**src/rtl/addsub_pkg.sv**
```systemverilog
// Shared types and constants for the nibble-serial add/subtract sequencer.
package addsub_pkg;

  localparam int unsigned NIB_W = 4;

  localparam logic OP_ADD = 1'b0;
  localparam logic OP_SUB = 1'b1;

  typedef enum logic [1:0] {
    IDLE = 2'd0,
    RUN  = 2'd1,
    DONE = 2'd2
  } state_e;

endpackage

```
**src/rtl/addsub.sv**
```systemverilog
// 4-bit add/subtract slice: {co, s} = b + (a ^ {4{op}}) + xin.
module addsub
  import addsub_pkg::*;
(
  input  logic [NIB_W-1:0] a_i,
  input  logic [NIB_W-1:0] b_i,
  input  logic             op_i,
  input  logic             xin_i,
  output logic [NIB_W-1:0] s_o,
  output logic             co_o
);

  logic [NIB_W-1:0] a_x;

  always_comb begin
    a_x         = (op_i == OP_SUB) ? ~a_i : a_i;
    {co_o, s_o} = (NIB_W+1)'(b_i) + (NIB_W+1)'(a_x) + (NIB_W+1)'(xin_i);
  end

endmodule

```
**src/rtl/addsub_seq.sv**
```systemverilog
// Wide add/subtract performed one nibble per cycle on a single shared addsub slice,
// LSB nibble first, with the carry/borrow chained through carry_q.
module addsub_seq
  import addsub_pkg::*;
#(
  parameter int unsigned NIBBLES = 4
) (
  input  logic                   clk,
  input  logic                   rst,
  input  logic                   in_valid,
  output logic                   in_ready,
  input  logic [4*NIBBLES-1:0]   in_a,
  input  logic [4*NIBBLES-1:0]   in_b,
  input  logic                   in_op,
  output logic                   out_valid,
  input  logic                   out_ready,
  output logic [4*NIBBLES-1:0]   out_res,
  output logic                   out_cout,
  output logic                   out_ovf,
  output logic                   out_zero
);

  localparam int unsigned W     = NIB_W * NIBBLES;
  localparam int unsigned CNT_W = (NIBBLES > 1) ? $clog2(NIBBLES) : 1;
  localparam int unsigned SH_W  = CNT_W + 2;
  localparam logic [CNT_W-1:0] LAST = CNT_W'(NIBBLES - 1);

  state_e           state_q, state_d;
  logic [W-1:0]     a_q, b_q, res_q, res_d;
  logic             op_q, carry_q;
  logic [CNT_W-1:0] cnt_q;
  logic             in_ready_q, out_valid_q;
  logic             cout_q, ovf_q, zero_q;

  logic [SH_W-1:0]  shamt_c;
  logic [NIB_W-1:0] sl_a, sl_b, sl_s;
  logic             sl_op, sl_xin, sl_co;
  logic             last_c, ovf_d, zero_d;

  // State register
  always_ff @(posedge clk) begin
    if (rst) state_q <= IDLE;
    else     state_q <= state_d;
  end

  // Next-state logic
  always_comb begin
    state_d = state_q;
    unique case (state_q)
      IDLE:    if (in_valid)  state_d = RUN;
      RUN:     if (last_c)    state_d = DONE;
      DONE:    if (out_ready) state_d = IDLE;
      default:                state_d = IDLE;
    endcase
  end

  // Slice drive: active only in RUN, zeros otherwise
  always_comb begin
    sl_a   = '0;
    sl_b   = '0;
    sl_op  = 1'b0;
    sl_xin = 1'b0;
    if (state_q == RUN) begin
      sl_a   = NIB_W'(a_q >> shamt_c);
      sl_b   = NIB_W'(b_q >> shamt_c);
      sl_op  = op_q;
      sl_xin = (cnt_q == '0) ? op_q : carry_q;
    end
  end

  addsub u_slice (
    .a_i   (sl_a),
    .b_i   (sl_b),
    .op_i  (sl_op),
    .xin_i (sl_xin),
    .s_o   (sl_s),
    .co_o  (sl_co)
  );

  // Merge the current slice sum into the result; flags see the completed word
  always_comb begin
    shamt_c = {cnt_q, 2'b00};
    last_c  = (cnt_q == LAST);
    res_d   = (res_q & ~(W'(4'hF) << shamt_c)) | (W'(sl_s) << shamt_c);
    ovf_d   = ((a_q[W-1] ^ op_q) == b_q[W-1]) && (res_d[W-1] != b_q[W-1]);
    zero_d  = (res_d == '0);
  end

  // Datapath and registered handshake outputs
  always_ff @(posedge clk) begin
    if (rst) begin
      a_q         <= '0;
      b_q         <= '0;
      op_q        <= 1'b0;
      res_q       <= '0;
      carry_q     <= 1'b0;
      cnt_q       <= '0;
      cout_q      <= 1'b0;
      ovf_q       <= 1'b0;
      zero_q      <= 1'b0;
      in_ready_q  <= 1'b1;
      out_valid_q <= 1'b0;
    end else begin
      in_ready_q  <= (state_d == IDLE);
      out_valid_q <= (state_d == DONE);
      case (state_q)
        IDLE: if (in_valid) begin
          a_q   <= in_a;
          b_q   <= in_b;
          op_q  <= in_op;
          cnt_q <= '0;
        end
        RUN: begin
          res_q   <= res_d;
          carry_q <= sl_co;
          if (last_c) begin
            cout_q <= sl_co;
            ovf_q  <= ovf_d;
            zero_q <= zero_d;
          end else begin
            cnt_q <= cnt_q + CNT_W'(1);
          end
        end
        default: ;
      endcase
    end
  end

  assign in_ready  = in_ready_q;
  assign out_valid = out_valid_q;
  assign out_res   = res_q;
  assign out_cout  = cout_q;
  assign out_ovf   = ovf_q;
  assign out_zero  = zero_q;

endmodule

```
**config.mk**
```make
export PLATFORM = sky130hd
export DESIGN_NAME = addsub_seq
export DESIGN_NICKNAME = d
export VERILOG_FILES = /design/src/rtl/addsub_pkg.sv /design/src/rtl/addsub.sv /design/src/rtl/addsub_seq.sv
export SDC_FILE = /design/constraint.sdc
export NUM_CORES = 1
export LEC_CHECK = 0
export ABC_CLOCK_PERIOD_IN_PS = 3800
export CAP_MARGIN = 20
export CORE_MARGIN = 3
export CORE_UTILIZATION = 40
export CTS_CLUSTER_DIAMETER = 40
export CTS_CLUSTER_SIZE = 10
export DETAILED_ROUTE_END_ITERATION = 10
export PLACE_DENSITY = 0.7
export SYNTH_ARGS = -nofsm -noshare
export SYNTH_HDL_FRONTEND = slang
export SYNTH_SLANG_ARGS = --single-unit
```
**constraint.sdc**
```tcl
create_clock -name clk -period 3.8 [get_ports clk]
set_clock_uncertainty 0.1 [all_clocks]
set_input_delay 0.38 -clock clk [delete_from_list [all_inputs] [get_ports clk]]
set_output_delay 0.38 -clock clk [all_outputs]
set_load 0.01 [all_outputs]
```
==> results of run 1 <==
==> where the power goes <==
part / leakage [nW] / internal (mW) / switching [mW]
Sequential: 0.482 / 0.647 / 0.0204
Combinational: 0.709 / 0.0937 / 0.0950
Clock: 0.0953 / 0.284 / 0.228
Total: 1.29 / 1.02 / 0.343
==> sequential cells by signal (all words and copies together) (netlist names) <==
name and cells:
op_q 1, out_zero 1, b_q 16, a_q 16
cnt_q 2, in_ready 1, out_res 16, out_cout 1
out_ovf 1, state_q 2, out_valid 1, carry_q 1
==> critical path, stage by stage (launching register included) <==
cell,delay [ns]
dfxtp_1,0.54
buf_4,0.30
mux4_2,0.51
and2_1,0.18
fa_1,0.43
inv_1,0.09
fa_1,0.30
a21oi_1,0.10
or4_1,0.47
o32ai_1,0.24
==> metrics by stage <==
step	setup slack, ns	cell area (um^2)	hold slack, ns	power [mW]
floorplan	0.791	2700	0.333	0.799
global placement	0.462	3300	0.341	0.869
detailed placement	0.417	3300	0.347	0.871
CTS	0.409	3480	0.359	1.38
global route	0.136	3480	0.370	1.44
finish	0.445	3480	0.355	1.37
==> cell usage after synthesis (2+ instances only) <==
| cell | count | area share |
|---|---|---|
| a211oi_1 | 2 | 0.0056 |
| and2_1 | 4 | 0.0093 |
| o22ai_1 | 3 | 0.0070 |
| nor4_1 | 3 | 0.0070 |
| or3_1 | 4 | 0.0093 |
| nor2_1 | 29 | 0.040 |
| nand2b_1 | 3 | 0.0070 |
| dfxtp_1 | 59 | 0.44 |
| ha_1 | 7 | 0.032 |
| a2bb2oi_1 | 2 | 0.0065 |
| nor3b_1 | 2 | 0.0056 |
| nand3_1 | 3 | 0.0056 |
| clkbuf_1 | 12 | 0.017 |
| nand2_4 | 2 | 0.0083 |
| xnor2_1 | 5 | 0.016 |
| mux2i_1 | 2 | 0.0074 |
| buf_6 | 2 | 0.0083 |
| or4_1 | 2 | 0.0056 |
| nand2_1 | 79 | 0.11 |
| fa_1 | 2 | 0.015 |
| inv_1 | 7 | 0.0097 |
| nor3_1 | 5 | 0.0093 |
| buf_2 | 3 | 0.0056 |
| a21oi_1 | 46 | 0.085 |
| a22oi_1 | 9 | 0.025 |
| mux4_2 | 7 | 0.058 |
==> path summary, 6_finish.rpt <==
path | start | endpoint | slack, ns | cells past startpoint
worst max-delay path | cnt_q[0]$_SDFFE_PP0P_ | out_zero$_SDFFE_PP0P_ | 0.45 | 9
worst min-delay path | a_q[0]$_SDFFE_PP0P_ | a_q[0]$_SDFFE_PP0P_ | 0.36 | 2
worst max register to register | cnt_q[0]$_SDFFE_PP0P_ | out_zero$_SDFFE_PP0P_ | 0.45 | 9
worst min register to register | a_q[0]$_SDFFE_PP0P_ | a_q[0]$_SDFFE_PP0P_ | 0.36 | 2
==> cells by family (layout without fill, tap and decap cells) <==
family                     after synthesis  count (layout)  share of synthesized area
and+or+nand+nor                        140             140                      0.231
AOI/OAI and AO/OA                       69              69                      0.150
DFF                                     59              59                      0.437
buffers and inverters                   26              82                     0.0445
muxes                                   10              10                     0.0700
adders and majority gates                9               9                     0.0473
xor gates and xnor gates                 6               6                     0.0195
==> layout make-up <==
class                           instances  area, um^2
Multi-Input combinational cell        234        1410
Sequential cell                        59        1180
Fill cell                             620        2980
Timing Repair Buffer                   60         588
Tap cell                               77        96.3
Clock buffer                           13         169
Clock inverter                          2        10.0
Inverter                                7        26.3
==> routing by layer <==
| metal | part of all wire | vias up |
|---|---|---|
| li1 | - | 1196 |
| met1 | 0.45 | 1095 |
| met2 | 0.50 | 54 |
| met3 | 0.042 | 6 |
| met4 | 0.011 | 0 |
| met5 | 0 | - |
==> metrics, run 1 <==
final setup violation count 0; CORE AREA 6460 um^2; critical path startpoint category flop; Synth async-reset ratio 0; all-layer global routing usage 0.180; yosys warns 0; root buffer cell clkbuf_8; drt total wl 6280 um; full die area 7770 um^2; Worst-Skew Late Latency 0.34 ns; #FFs+latches synth 59; DR WL/cell 13.9 um; max cap viols 0; Initial Util 0.418; Slew headroom 0.323; synthesized cell area 2700 um^2; dpl hpwl 4640 um; measured slew at the worst slew-check pin 1.02 ns; gr busiest metal met2; vias in the first global route 2310; number of setup buffers added after CTS 0; DRC errors left 0; crit end category flop; syn nets 365; dpl cells 437; min cycle time layout around 3.4 ns; Hold Violations, Final 0; H-Tree Depth 3; EDFF count, synth 0; area added between synthesis and finish 28.7%; Ant. Diodes 0; Die W between 80 and 90 um; Pre-antenna DRT Iters 5; Cells after Synth 319; M2 GR Usage 0.292; number of cell rows 29; post-DR vias/cell 5.20; Slew Limit Fails 0; Hold Path Class flop to flop; CTS resizes 0; clock sinks 59; # IOs 58; die height approximately 88 um; M1 GR Usage 0.224; Fin Setup TNS 0 ns; share of post-route cells with drive strength above 1 0.0800; cts hold-fix bufs 0; RSZ-0062 raised after global routing no; Leakage between 1 and 1.5 nW; fin util 0.538; part of the cycle the worst path needs 0.883; crit path kind flop to flop; first-pass GRT wire length 10800 um; initial DRC count 139; CP required 3.94 ns; most frequent cells in the layout nand2_1, dfxtp_1, clkdlybuf4s50_1; Port Buffers 57; CTS buffer count 9; VDD IR max approximately 0.00033 V; Clock Tree Buf Depth 2; clk slew on worst S/H paths about 0.06 ns; GRT Residual Overflow 0; Seq/Total Area, Yosys 0.437; met3 Track Usage GR 0.0433; CTS tree built; critical path arrival 3.50 ns; status completed; nets 417; initial antenna violation count 0; commonest non-fill, non-tap cell in the layout nand2_1; via count 2351; Finished Layout Cells 452; syn_area_per_cell approximately 8.5 um^2; Power Dens Cells 394 nW/um^2; worst-path fanout max 14; Routed Antenna Nets 0; post-synth cell types 41; Placer Congestion between 0.8 and 0.9; pin count of the biggest net entering global routing 60; fmax 298 MHz; predominant post-synthesis flop cell dfxtp_1
Note: power is estimated with default switching activity, not from simulation.
==> run 2, diff against run 1 <==
SKIP_CTS_REPAIR_TIMING = 1   (was not set)
==> results of run 2 <==
The final DEF is identical to that of run 1; final timing and power are the same.
